## config.mk

```make
export PLATFORM = sky130hd
export DESIGN_NAME = rca4_nibble_sequencer
export DESIGN_NICKNAME = d
export VERILOG_FILES = /design/src/rtl/rca4_nibble_sequencer.sv
export SDC_FILE = /design/constraint.sdc
export NUM_CORES = 1
export LEC_CHECK = 0
export CAP_MARGIN = 20
export CORE_UTILIZATION = 30
export CTS_BUF_LIST = sky130_fd_sc_hd__clkbuf_4
export CTS_CLUSTER_SIZE = 24
export DETAILED_ROUTE_END_ITERATION = 12
export GPL_ROUTABILITY_DRIVEN = 0
export GPL_TIMING_DRIVEN = 0
export PLACE_DENSITY = 0.58
export SLEW_MARGIN = 20
export SYNTH_ARGS = -nofsm -noshare
export SYNTH_HDL_FRONTEND = slang
export SYNTH_SLANG_ARGS = --single-unit
```

## constraint.sdc

```tcl
create_clock -name clk -period 2.6 [get_ports clk]
set_clock_uncertainty 0.05 [all_clocks]
set_input_delay 0.52 -clock clk [delete_from_list [all_inputs] [get_ports clk]]
set_output_delay 0.52 -clock clk [all_outputs]
set_load 0.005 [all_outputs]
```

## src/rtl/rca4_nibble_sequencer.sv

```systemverilog
// rca4_nibble_sequencer: drives an external 4-bit ripple-carry adder one
// nibble per clock, LSB nibble first, and assembles the WIDTH-bit sum.
// The carry ripples between nibbles through r_carry.
// Optional feature macro: RCA_SEQ_SIGNED_OVF_EN adds a registered signed
// overflow flag output (ovf) that is valid alongside out_valid.
module rca4_nibble_sequencer #(
  parameter int WIDTH = 16
) (
  input  logic             clk,
  input  logic             rst_n,
  input  logic             in_valid,
  output logic             in_ready,
  input  logic [WIDTH-1:0] op_a,
  input  logic [WIDTH-1:0] op_b,
  input  logic             op_cin,
  output logic             out_valid,
  input  logic             out_ready,
  output logic [WIDTH-1:0] sum,
  output logic             cout,
  output logic [3:0]       add_a,
  output logic [3:0]       add_b,
  output logic             add_cin,
  input  logic [3:0]       add_s,
  input  logic             add_cout
`ifdef RCA_SEQ_SIGNED_OVF_EN
  ,output logic            ovf
`endif
);

  localparam int NIB   = WIDTH / 4;
  localparam int IDX_W = (NIB > 1) ? $clog2(NIB) : 1;

  typedef enum logic [1:0] {
    IDLE = 2'd0,
    RUN  = 2'd1,
    DONE = 2'd2
  } state_t;

  state_t             r_state;
  state_t             w_state_nxt;
  logic [WIDTH-1:0]   r_a;
  logic [WIDTH-1:0]   r_b;
  logic               r_carry;
  logic [IDX_W-1:0]   r_idx;
  logic [WIDTH-1:0]   r_sum;
  logic               r_cout;
  logic               w_last;
  logic               w_accept;

  assign w_last   = (r_idx == IDX_W'(NIB - 1));
  assign w_accept = (r_state == IDLE) && in_valid;

  // State register with asynchronous active-low reset
  always_ff @(posedge clk or negedge rst_n) begin
    if (!rst_n) r_state <= IDLE;
    else        r_state <= w_state_nxt;
  end

  // Next-state and handshake/adder-facing outputs; adder inputs idle at zero
  always_comb begin
    w_state_nxt = r_state;
    in_ready    = 1'b0;
    out_valid   = 1'b0;
    add_a       = 4'h0;
    add_b       = 4'h0;
    add_cin     = 1'b0;
    case (r_state)
      IDLE: begin
        in_ready = 1'b1;
        if (in_valid) w_state_nxt = RUN;
      end
      RUN: begin
        add_a   = r_a[4*r_idx +: 4];
        add_b   = r_b[4*r_idx +: 4];
        add_cin = r_carry;
        if (w_last) w_state_nxt = DONE;
      end
      DONE: begin
        out_valid = 1'b1;
        if (out_ready) w_state_nxt = IDLE;
      end
      default: w_state_nxt = IDLE;
    endcase
  end

  // Operand capture, per-nibble sum/carry capture and nibble index stepping
  always_ff @(posedge clk or negedge rst_n) begin
    if (!rst_n) begin
      r_a     <= '0;
      r_b     <= '0;
      r_carry <= 1'b0;
      r_idx   <= '0;
      r_sum   <= '0;
      r_cout  <= 1'b0;
    end else if (w_accept) begin
      r_a     <= op_a;
      r_b     <= op_b;
      r_carry <= op_cin;
      r_idx   <= '0;
    end else if (r_state == RUN) begin
      r_sum[4*r_idx +: 4] <= add_s;
      r_carry             <= add_cout;
      if (w_last) begin
        r_cout <= add_cout;
        r_idx  <= '0;
      end else begin
        r_idx  <= r_idx + IDX_W'(1);
      end
    end
  end

  assign sum  = r_sum;
  assign cout = r_cout;

`ifdef RCA_SEQ_SIGNED_OVF_EN
  logic r_ovf;

  // Signed overflow captured on the final nibble, using the fresh MSB from the adder
  always_ff @(posedge clk or negedge rst_n) begin
    if (!rst_n) begin
      r_ovf <= 1'b0;
    end else if ((r_state == RUN) && w_last) begin
      r_ovf <= (r_a[WIDTH-1] == r_b[WIDTH-1]) && (add_s[3] != r_a[WIDTH-1]);
    end
  end

  assign ovf = r_ovf;
`endif

endmodule
```

### Word level (Yosys, flattened, before mapping)

Cells that the tools add are included.

| word-level totals | value |
|---|---|
| register bits after elaboration | 54 |
| word-level logic and storage cells | 41 |
| output and inout port bits | 28 |
| bits of input ports | 42 |

| cells by class | value |
|---|---|
| $add $sub $neg | 2 |
| bitwise gates (word level) | 1 |
| shift-type cells | 4 |
| muxes and demuxes | 15 |
| equality and inequality tests | 6 |
| reductions and logical operators | 6 |

Operator list:

| cell | number |
|---|---|
| negation 4 -> 34 bit | 1 |
| variable shift 4 x 34 -> 16 bit, first input constant | 1 |
| indexed part select 4 x 34 -> 16 bit | 1 |
| indexed part select 16 x 5 -> 4 bit | 2 |
| bitwise mux 16 bit | 1 |
| 2-to-1 mux 2 bit | 6 |
| 2-to-1 mux 4 bit | 2 |
| inequality test 2 bit, second input constant | 3 |
| case mux 2 bit (3 select lines) | 1 |
| AND reduction 3 bit | 2 |
| 2-to-1 mux 1 bit | 5 |
| == test 2 bit, second input constant | 2 |
| adder 2 x 1 -> 2 bit, second input constant | 1 |
| == test 2 x 1 -> 1 bit, second input constant | 1 |
| zero test 2 bit | 1 |
| AND reduction 2 bit | 1 |
| nonzero test 2 bit | 1 |
| logical AND 1 bit | 1 |
| NOT 1 bit | 1 |

### Longest topological paths before layout

| logic depth | value |
|---|---|
| depth in word-level cells | 4 |
| gate-level depth with buffers | 7 |

### Worst setup path after synthesis

Ideal clock, no wire load.

| path | value |
|---|---|
| path type | reg-to-reg |
| start | register r_idx[0] |
| end | register r_sum[12], in the netlist sum[12] |
| stages on the path, launching flop included | 8 |
| clock period less this slack | 1.975 ns |
| path slack | 0.625 ns |
| arrival | 1.841 ns |
| required time | 2.466 ns |
| path buffers | 2 |
| cell sequence | dfrtp_1 > buf_4 > buf_4 > inv_1 > ha_1 > nor4b_2 > nand2_1 > o21ai_0 |

| between the ends | value |
|---|---|
| word-level cells in the longest chain between the ends | 3 |

Ends and longest elaborated chain:

| item | line | text |
|---|---|---|
| from (decl) | 44 | `logic [IDX_W-1:0] r_idx;` |
| from (signal assigned) | 107 | `r_idx <= r_idx + IDX_W'(1);` |
| negation 4 -> 34 bit * | 101 | `r_sum[4*r_idx +: 4] <= add_s;` |
| indexed part select 4 x 34 -> 16 bit / variable shift 4 x 34 -> 16 bit (equally long branches) | 101 |  |
| bitwise mux 16 bit * | 101 |  |
| to (signal, indexed assignment) | 101 |  |
| to (decl) | 45 | `logic [WIDTH-1:0] r_sum;` |

Mark *: on every way between the ends. The rest lies on a longest branch, timed or not.
A chain may end at the register's enable or synchronous reset.

### Final worst setup path

| path | value |
|---|---|
| start | register r_state[0] |
| end | output add_cin |

| between the ends | value |
|---|---|
| word-level cells in the longest chain between the ends | 2 |

Ends and longest elaborated chain:

| item | line | text |
|---|---|---|
| from (decl) | 39 | `state_t r_state;` |
| from (signal assigned) | 56 | `else r_state <= w_state_nxt;` |
| == test 2 x 1 -> 1 bit | 67 | `case (r_state)` |
| 2-to-1 mux 1 bit | 67 |  |
| to (decl) | 22 | `output logic add_cin,` |

Every way passes these cells.

==> run summary <==
Synth area leaders: dfrtp_1 (54%), mux2_2 (13%), mux2i_1 (6.5%)
Max Buffers Root-to-Sink: 2
PnR worst setup slack: 0.134 ns
Detailed Routing Iterations Pass 1: 4
CP Class: register to output pin
crit path DAT: 1.90 ns
Antenna diodes: 0
Worst Setup End Kind: output pin
detailed placer's ending HPWL: 3.85 mm
WP data required: 2.03 ns
register bit total from synthesis: 54
setup TNS: 0 ns
synthesized area per cell: 13.1 sq um
Max VDD drop: 0.355 mV
Synth area leader: dfrtp_1
Warnings, synthesis: 0
Layout area overhead: 37.9%
CTS H-tree lvls: 2
RSZ-0062 raised after global routing: false
most frequent cells in the layout: clkdlybuf4s50_1 (60), dfrtp_1 (53), mux2_2 (29)
worst slew pin tran: 0.676 ns
non-filler instance count after layout: 371
area share of the largest cell type after synthesis: 54.5%
Seq/Total Area, Yosys: 54.5%
Die Y: 92.9 um
filler instances: 770
status: completed
share of layout cells above drive strength 1: 22.7%
final wirelength: 5.30 mm
CP startpoint kind: register
Netlist cell types: 28
Die W: 92.9 um
worst hold path class: input port to async pin
nets: 316
core footprint: 7850 sq um
DP Cell Count: 361
Clock Sinks: 54
post-route ant nets: 0
Reg area: 1350 sq um
Root Buffer: clkbuf_4
Pleak: 1.46 nW
Tmin final: 2.47 ns
Core Rows: 32
Final Slew Violations: 0
Setup WS pre-CTS: 0.146 ns
routed length per instance: 14.3 um
commonest non-fill, non-tap cell in the layout: clkdlybuf4s50_1
fin crit share: 94.8%
initial core utilization: 31.6%
Gate Count Post-Synth: 190
Net Count, Synth: 238
Crit Path Max Fanout: 9
f_max: 406 MHz
synthesized area: 2480 sq um
max-cap violation count: 0
Tot GR Track Use: 13.0%
Power Density: 1120 nW/um^2
hold buffer count at cts: 0
clock latency on the worst-skew pair: 0.37 ns
# DRC: 0
slew margin rel.: 54.9%
TritonCTS buffer count: 5
CTS tree: built
IO Pins: 70
hold violation total from the final report: 0
Reg clk slew, reported paths: 0.15 ns
Fin Hold WS: 0.124 ns
antenna violations before repair: 0
number of DRC markers in iteration 0: 59
Via Count: 1720
Multi-input gate area: 1100 sq um
Via-to-Cell Ratio: 4.64
pin count of the biggest net entering global routing: 55
die area: 8640 sq um
global-route wire length before repair: 8.59 mm
vias in the first global route: 1735
Port Buffers: 69
GRT Residual Overflow: 0
Final setup viols: 0
total power: 3.83 mW
-- worst max-delay path, stage by stage (launching register included) --
cell and delay, ns:
dfrtp_1 0.40, buf_6 0.14, nor2b_1 0.12, buf_4 0.13, buf_4 0.14, and2_1 0.15
clkdlybuf4s50_1 0.44
-- registers in the layout (all words and copies together) (netlist names) --
signal,flops
r_carry,1
cout,1
r_a,16
r_b,16
sum,16
r_idx,2
r_state,2
-- cell usage after synthesis --
master / n
mux2i_1: 16
and2_1: 1
inv_1: 3
mux2_2: 29
buf_4: 3
buf_6: 4
and4bb_2: 1
o21ai_0: 10
nor2_1: 2
nor4_2: 2
o22ai_1: 8
nor4bb_1: 1
mux2_1: 4
nor3b_4: 1
nand3b_1: 3
a21oi_1: 1
a22o_1: 8
nand2b_4: 1
nor4b_2: 1
o31ai_1: 2
a22oi_1: 1
nor2b_1: 1
o21bai_1: 1
ha_1: 6
dfrtp_1: 54
nand2b_1: 1
buf_2: 1
nand2_1: 24
-- metal layers --
metal	up-vias	GRT usage (%)	routed length, um
li1	840	-	-
met1	827	17.4	2530
met2	47	20.5	2420
met3	6	3.28	270
met4	0	4.23	71
met5	-	0	0
-- layout make-up --
class	instances	share of cell area (%)
timing repair buffer	72	20.6
sequential	54	39.5
multi-input combinational	125	32.2
inverter	3	0.329
tap	102	3.73
clock buffer	6	1.32
buffer	7	2.08
clock inverter	2	0.256
-- worst paths after layout --
kind	slack [ns]	cells past startpoint	from	to
worst max-delay path	0.13	6	r_state[0]$_DFFE_PN0P_	add_cin
worst min-delay path	0.12	1	rst_n	cout$_DFFE_PN0P_
min in group clk	0.45	2	sum[14]$_DFFE_PN0P_	sum[14]$_DFFE_PN0P_
max in group asynchronous	1.91	1	rst_n	r_idx[0]$_DFFE_PN0P_
worst min register to register	0.45	2	sum[14]$_DFFE_PN0P_	sum[14]$_DFFE_PN0P_
worst max register to register	0.54	6	r_idx[0]$_DFFE_PN0P_	sum[15]$_DFFE_PN0P_
-- metrics by stage --
step / instance area (sq um) / utilization [%]
finish: 3420 / 43.6
global route: 3420 / 43.6
CTS: 3410 / 43.5
detailed placement: 3300 / 42.0
global placement: 3300 / 42.0
floorplan: 2480 / -
-- report_power, final --
part           leakage [nW]  internal [mW]  switching (mW)
logic                 0.755           1.14           0.845
registers             0.667           1.25           0.233
clock network        0.0331          0.113           0.257
-- kinds of logic (layout without fill, tap and decap cells) --
group                    Yosys count  count (layout)  synth area share, %
flip-flops                        54              54                 54.5
multiplexers                      49              49                 21.4
AND/OR/NAND/NOR                   39              39                 9.43
AO/OA/AOI/OAI                     31              31                 8.27
buffers and inverters             11              90                 3.38
adder cells (fa/ha/maj)            6               6                 3.03
-- repair_timing --
item / CTS / global route
buffers inserted: 2 / 1
pin swaps: 0 / 0
gates resized for setup: 20 / 1
endpoints found under the setup margin: 8 / 2
(Power assumes the default switching activity.)
